**config.mk**
```make
export PLATFORM = sky130hd
export DESIGN_NAME = elastic_stage_register
export DESIGN_NICKNAME = d
export VERILOG_FILES = /design/src/rtl/elastic_stage_register.sv
export SDC_FILE = /design/constraint.sdc
export NUM_CORES = 1
export LEC_CHECK = 0
export BUFFER_PORTS_ARGS = -buffer_cell sky130_fd_sc_hd__buf_2
export CORE_ASPECT_RATIO = 0.8
export CORE_MARGIN = 3
export CORE_UTILIZATION = 29
export CTS_CLUSTER_SIZE = 28
export DETAILED_ROUTE_END_ITERATION = 6
export PLACE_DENSITY_LB_ADDON = 0.15
export SYNTH_ARGS = -nofsm -noshare
export SYNTH_HDL_FRONTEND = slang
export SYNTH_SLANG_ARGS = --single-unit
```
**constraint.sdc**
```tcl
create_clock -name clk -period 2.6 [get_ports clk]
set_input_delay 0.39 -clock clk [delete_from_list [all_inputs] [get_ports clk]]
set_output_delay 0.39 -clock clk [all_outputs]
set_load 0.1 [all_outputs]
```
**src/rtl/elastic_stage_register.sv**
```systemverilog
// Ready/valid pipeline stage with an optional two-entry skid buffer, synchronous
// flush and a saturating count of beats destroyed by flush.
module elastic_stage_register #(
   parameter int unsigned       WIDTH       = 150,
   parameter int unsigned       SKID        = 1,
   parameter logic [WIDTH-1:0]  FLUSH_VALUE = '0,
   parameter int unsigned       CNT_W       = 16
) (
   input  logic             clk,
   input  logic             rst,
   input  logic             flush,
   input  logic             in_valid,
   output logic             in_ready,
   input  logic [WIDTH-1:0] in_data,
   output logic             out_valid,
   input  logic             out_ready,
   output logic [WIDTH-1:0] out_data,
   output logic [1:0]       occupancy,
   output logic [CNT_W-1:0] flush_count
);

   logic             r_m_valid, w_m_valid_d;
   logic [WIDTH-1:0] r_m_data,  w_m_data_d;
   logic             r_s_valid, w_s_valid_d;
   logic [WIDTH-1:0] r_s_data,  w_s_data_d;
   logic [CNT_W-1:0] r_flush_count, w_flush_count_d;

   logic             w_push;
   logic             w_pop;
   logic [1:0]       w_flush_inc;
   logic [CNT_W+1:0] w_cnt_sum;
   logic [CNT_W-1:0] w_cnt_sat;

   // With the skid entry, in_ready depends only on flops (and rst), never on out_ready.
   assign in_ready = (SKID != 0) ? (~r_s_valid & ~rst)
                                 : (~rst & (~r_m_valid | out_ready));

   assign w_push = in_valid & in_ready;
   assign w_pop  = r_m_valid & out_ready;

   assign out_valid   = r_m_valid;
   assign out_data    = r_m_data;
   assign occupancy   = {1'b0, r_m_valid} + {1'b0, r_s_valid};
   assign flush_count = r_flush_count;

   // A head beat popped in the flush cycle was delivered, so it is not counted.
   assign w_flush_inc = {1'b0, r_m_valid & ~out_ready} + {1'b0, r_s_valid} + {1'b0, w_push};
   assign w_cnt_sum   = {2'b00, r_flush_count} + (CNT_W+2)'(w_flush_inc);
   assign w_cnt_sat   = (|w_cnt_sum[CNT_W+1:CNT_W]) ? {CNT_W{1'b1}} : w_cnt_sum[CNT_W-1:0];

   always_comb begin
      w_m_valid_d     = r_m_valid;
      w_m_data_d      = r_m_data;
      w_s_valid_d     = r_s_valid;
      w_s_data_d      = r_s_data;
      w_flush_count_d = r_flush_count;

      if (flush) begin
         w_m_valid_d     = 1'b0;
         w_m_data_d      = FLUSH_VALUE;
         w_s_valid_d     = 1'b0;
         w_s_data_d      = FLUSH_VALUE;
         w_flush_count_d = w_cnt_sat;
      end else if (w_pop) begin
         if (r_s_valid) begin
            w_m_data_d  = r_s_data;
            w_s_valid_d = 1'b0;
         end else if (w_push) begin
            w_m_data_d = in_data;
         end else begin
            w_m_valid_d = 1'b0;
         end
      end else if (w_push) begin
         if (!r_m_valid) begin
            w_m_valid_d = 1'b1;
            w_m_data_d  = in_data;
         end else if (SKID != 0) begin
            w_s_valid_d = 1'b1;
            w_s_data_d  = in_data;
         end
      end
   end

   always_ff @(posedge clk) begin
      if (rst) begin
         r_m_valid     <= 1'b0;
         r_m_data      <= FLUSH_VALUE;
         r_s_valid     <= 1'b0;
         r_s_data      <= FLUSH_VALUE;
         r_flush_count <= '0;
      end else begin
         r_m_valid     <= w_m_valid_d;
         r_m_data      <= w_m_data_d;
         r_s_valid     <= w_s_valid_d;
         r_s_data      <= w_s_data_d;
         r_flush_count <= w_flush_count_d;
      end
   end

endmodule

```
==> flow_summary.ini <==
[yosys]
synthesis.area_per_instance_um2 = 8.77
synth_area_um2 = 12600
synth_largest_type_area_fraction_pct = 50.7
netlist.top_cell.by_area = sky130_fd_sc_hd__dfxtp_1
fraction_of_the_yosys_area_taken_by_sequential_cells_pct = 50.7
ys_seq_elements = 318
synth_nets = 1592
synth.distinct_cells = 33
post_synthesis_instance_total = 1431
synth_warnings = 0
synth_area_leaders = sky130_fd_sc_hd__dfxtp_1 (51%), sky130_fd_sc_hd__mux2i_1 (12%), sky130_fd_sc_hd__nand2_1 (9.2%)

[worst_setup_path]
crit_path_cell_trace = nor2b_4, inv_2, fa_1, inv_1, ha_2, fa_2, nand3_4, nor4_4, nand4_1, buf_4, a31oi_1
crit_required_ps = 3050
cp_data_arrival_time_ps = 2910
startpoint_type = flip-flop
setup.worst_path.end_class = flip-flop
critical-path-max-stage-delay_ps = 420
timing.critical_path.slowest_stage_cell = sky130_fd_sc_hd__fa_1
timing.setup.critical_path_class = flip-flop to flip-flop
critical_path.max_fanout = 6

[layout]
final_cell_mix = sky130_fd_sc_hd__buf_2 (324), sky130_fd_sc_hd__dfxtp_1 (316), sky130_fd_sc_hd__nand2_1 (306)
synth_to_final_area_change_pct = 29.0
finalCoreUtilization_pct = 38.2
num-nets-final = 1874
layout.cells.most_common = sky130_fd_sc_hd__buf_2
fillerInstances = 4282
multi_input_comb_area_um2 = 5710
finalInstanceArea_um2 = 16200
post_route_cells_drive_above_1_share_pct = 24.9
sequential_cell_area_um2 = 6370

[min_path]
hp-class = primary input to flip-flop

[run]
max_cap_violations = 0

[clocking]
max-clock-path-buffers = 3
cts_made_buffers = 37
cts_repair_resize_count = 0
cts.htree.levels = 2
clkLatencyLatePin_ps = 520
cts_tree = done
clkSlewWorstSetupHoldPaths_ps = 60
clockRootBuffer = sky130_fd_sc_hd__clkbuf_16
clkSinkCount = 318

[floorplan]
design.die.area_um2 = 45800
floorplan.rows = 67
dieHeight_um = 192
core_area_um2 = 42300
top_level_ports = 325
initial_core_util_pct = 29.6
floorplan.die.width_um = 239

[sta]
report.final.setup_viol = 0
worstMarginPinSlew_ps = 587
rsz_0062_raised_after_global_routing = false
max_freq_ghz = 0.406
final_hold_viol_count = 0
timing.clock.skew_ps = 22.5
postLayoutSetupSlackWorst_ps = 138
final_max_slew_viol_count = 0
final_min_period_over_clock_period_pct = 94.7
maxSlewHeadroom_pct = 60.9
clock_period_minus_final_worst_setup_slack_ps = 2460

[detailed_routing]
route.detailed.wl_per_inst_um = 16.4
drt_first_pass_iters = 4
drt_iter0_markers = 542
wirelength_mm = 37.7
postRouteAntennaNets = 0
via_count = 10748
route.detailed.vias_per_inst = 4.68
detail_route.drc_violations = 0

[pwr]
total_leakage_power_nw = 7.16
power_density_over_the_cells_nw_per_um2 = 682
power.ir.vdd_worst_uv = 320

[global_routing]
gr-usage-all-layers_pct = 15.8
grt_antenna_before_repair = 5
grt_pass1_vias = 10022
overflow = 0
grt_max_degree = 122
grt_pass1_wl_mm = 57.6

[run_status]
run_status = finished, final reports clean

[placement]
place.gp.congestion = 0.758
post_dp_cell_area_um2 = 14900
dp.final_hpwl_mm = 24.7
port-buffer-count = 324
pre_cts_slack_ps = 29.0
==> through the flow <==
stage	hold WS [ps]	std cells	power (mW)	setup TNS (ps)
global route	78.7	2294	11.5	0
floorplan	436	1431	5.66	-628
CTS	63.1	2290	11.3	0
detailed placement	446	2223	5.98	0
finish	107	2298	11.0	0
global placement	441	2223	5.97	0
==> flip-flops by register name (all words and copies together) (netlist names) <==
name / cells
flush_count: 16
out_data: 150
r_s_valid: 1
out_valid: 1
r_s_data: 150
==> cells in the mapped netlist, drive strengths merged <==
cell type / count
dfxtp: 318
nand2: 307
a21oi: 165
nor2: 158
a211oi: 153
mux2i: 152
clkbuf: 73
buf: 48
inv: 8
nand3: 7
xnor2: 7
nor4: 5
ha: 4
nor3: 4
nand4: 3
a21o: 2
a31oi: 2
and2: 2
fa: 2
nor3b: 2
and3: 1
and4b: 1
nor2b: 1
nor4b: 1
o21ai: 1
or2: 1
or3: 1
or4: 1
xor2: 1
==> cells by family (layout without fill, tap and decap cells) <==
group                    after synthesis  count (layout)  share of synthesized area [%]
AO/OA/AOI/OAI                        323             323                           16.0
other                                  0               5                              0
adder cells (fa/ha/maj)                6               6                          0.718
XOR/XNOR                               8               8                          0.558
multiplexers                         152             152                           12.1
AND/OR/NAND/NOR                      495             495                           15.5
flip-flops                           318             318                           50.7
buffers and inverters                129             439                           4.40
==> layer usage <==
layer,GRT usage (%),wire length (µm),up-vias
met5,0,0,-
met4,3.97,526,0
met3,4.12,2550,39
met2,23.8,16400,263
met1,22.5,18200,4946
li1,-,-,5500
==> worst max-delay path: cells and delay by family, from the launching register on <==
| family | cells | cell delay, ps |
|---|---|---|
| and+or+nand+nor | 4 | 690 |
| AOI/OAI and AO/OA | 1 | 170 |
| DFF | 1 | 360 |
| adders and majority gates | 3 | 870 |
| buffers and inverters | 3 | 290 |
==> what timing repair did <==
action	in CTS	in global routing
setup endpoints to repair	0	1
hold buffers	0	0
buffers inserted	0	3
==> path summary, 6_finish.rpt <==
kind | startpoint | depth (start not counted) | slack [ps] | end
setup / recovery | out_valid | 11 | 140 | flush_count[13]
hold / removal | in_data[133] | 3 | 110 | r_s_data[133]
setup reg to reg | out_valid | 11 | 140 | flush_count[13]
hold reg to reg | r_s_data[126] | 2 | 450 | r_s_data[126]
==> cell type report <==
type	instances	share of cell area, %
timing repair buffer	364	13.3
multi-input combinational	984	35.2
antenna	5	0.0773
clock buffer	58	6.90
inverter	8	0.185
sequential	318	39.4
tap	552	4.27
clock inverter	9	0.611
==> report_power, final <==
group / total (mW) / switching (mW) / internal (mW)
Clock: 5.19 / 2.03 / 3.15
Combinational: 0.914 / 0.662 / 0.251
Sequential: 4.95 / 0.0281 / 4.92
Note: power is estimated with default switching activity, not from simulation.
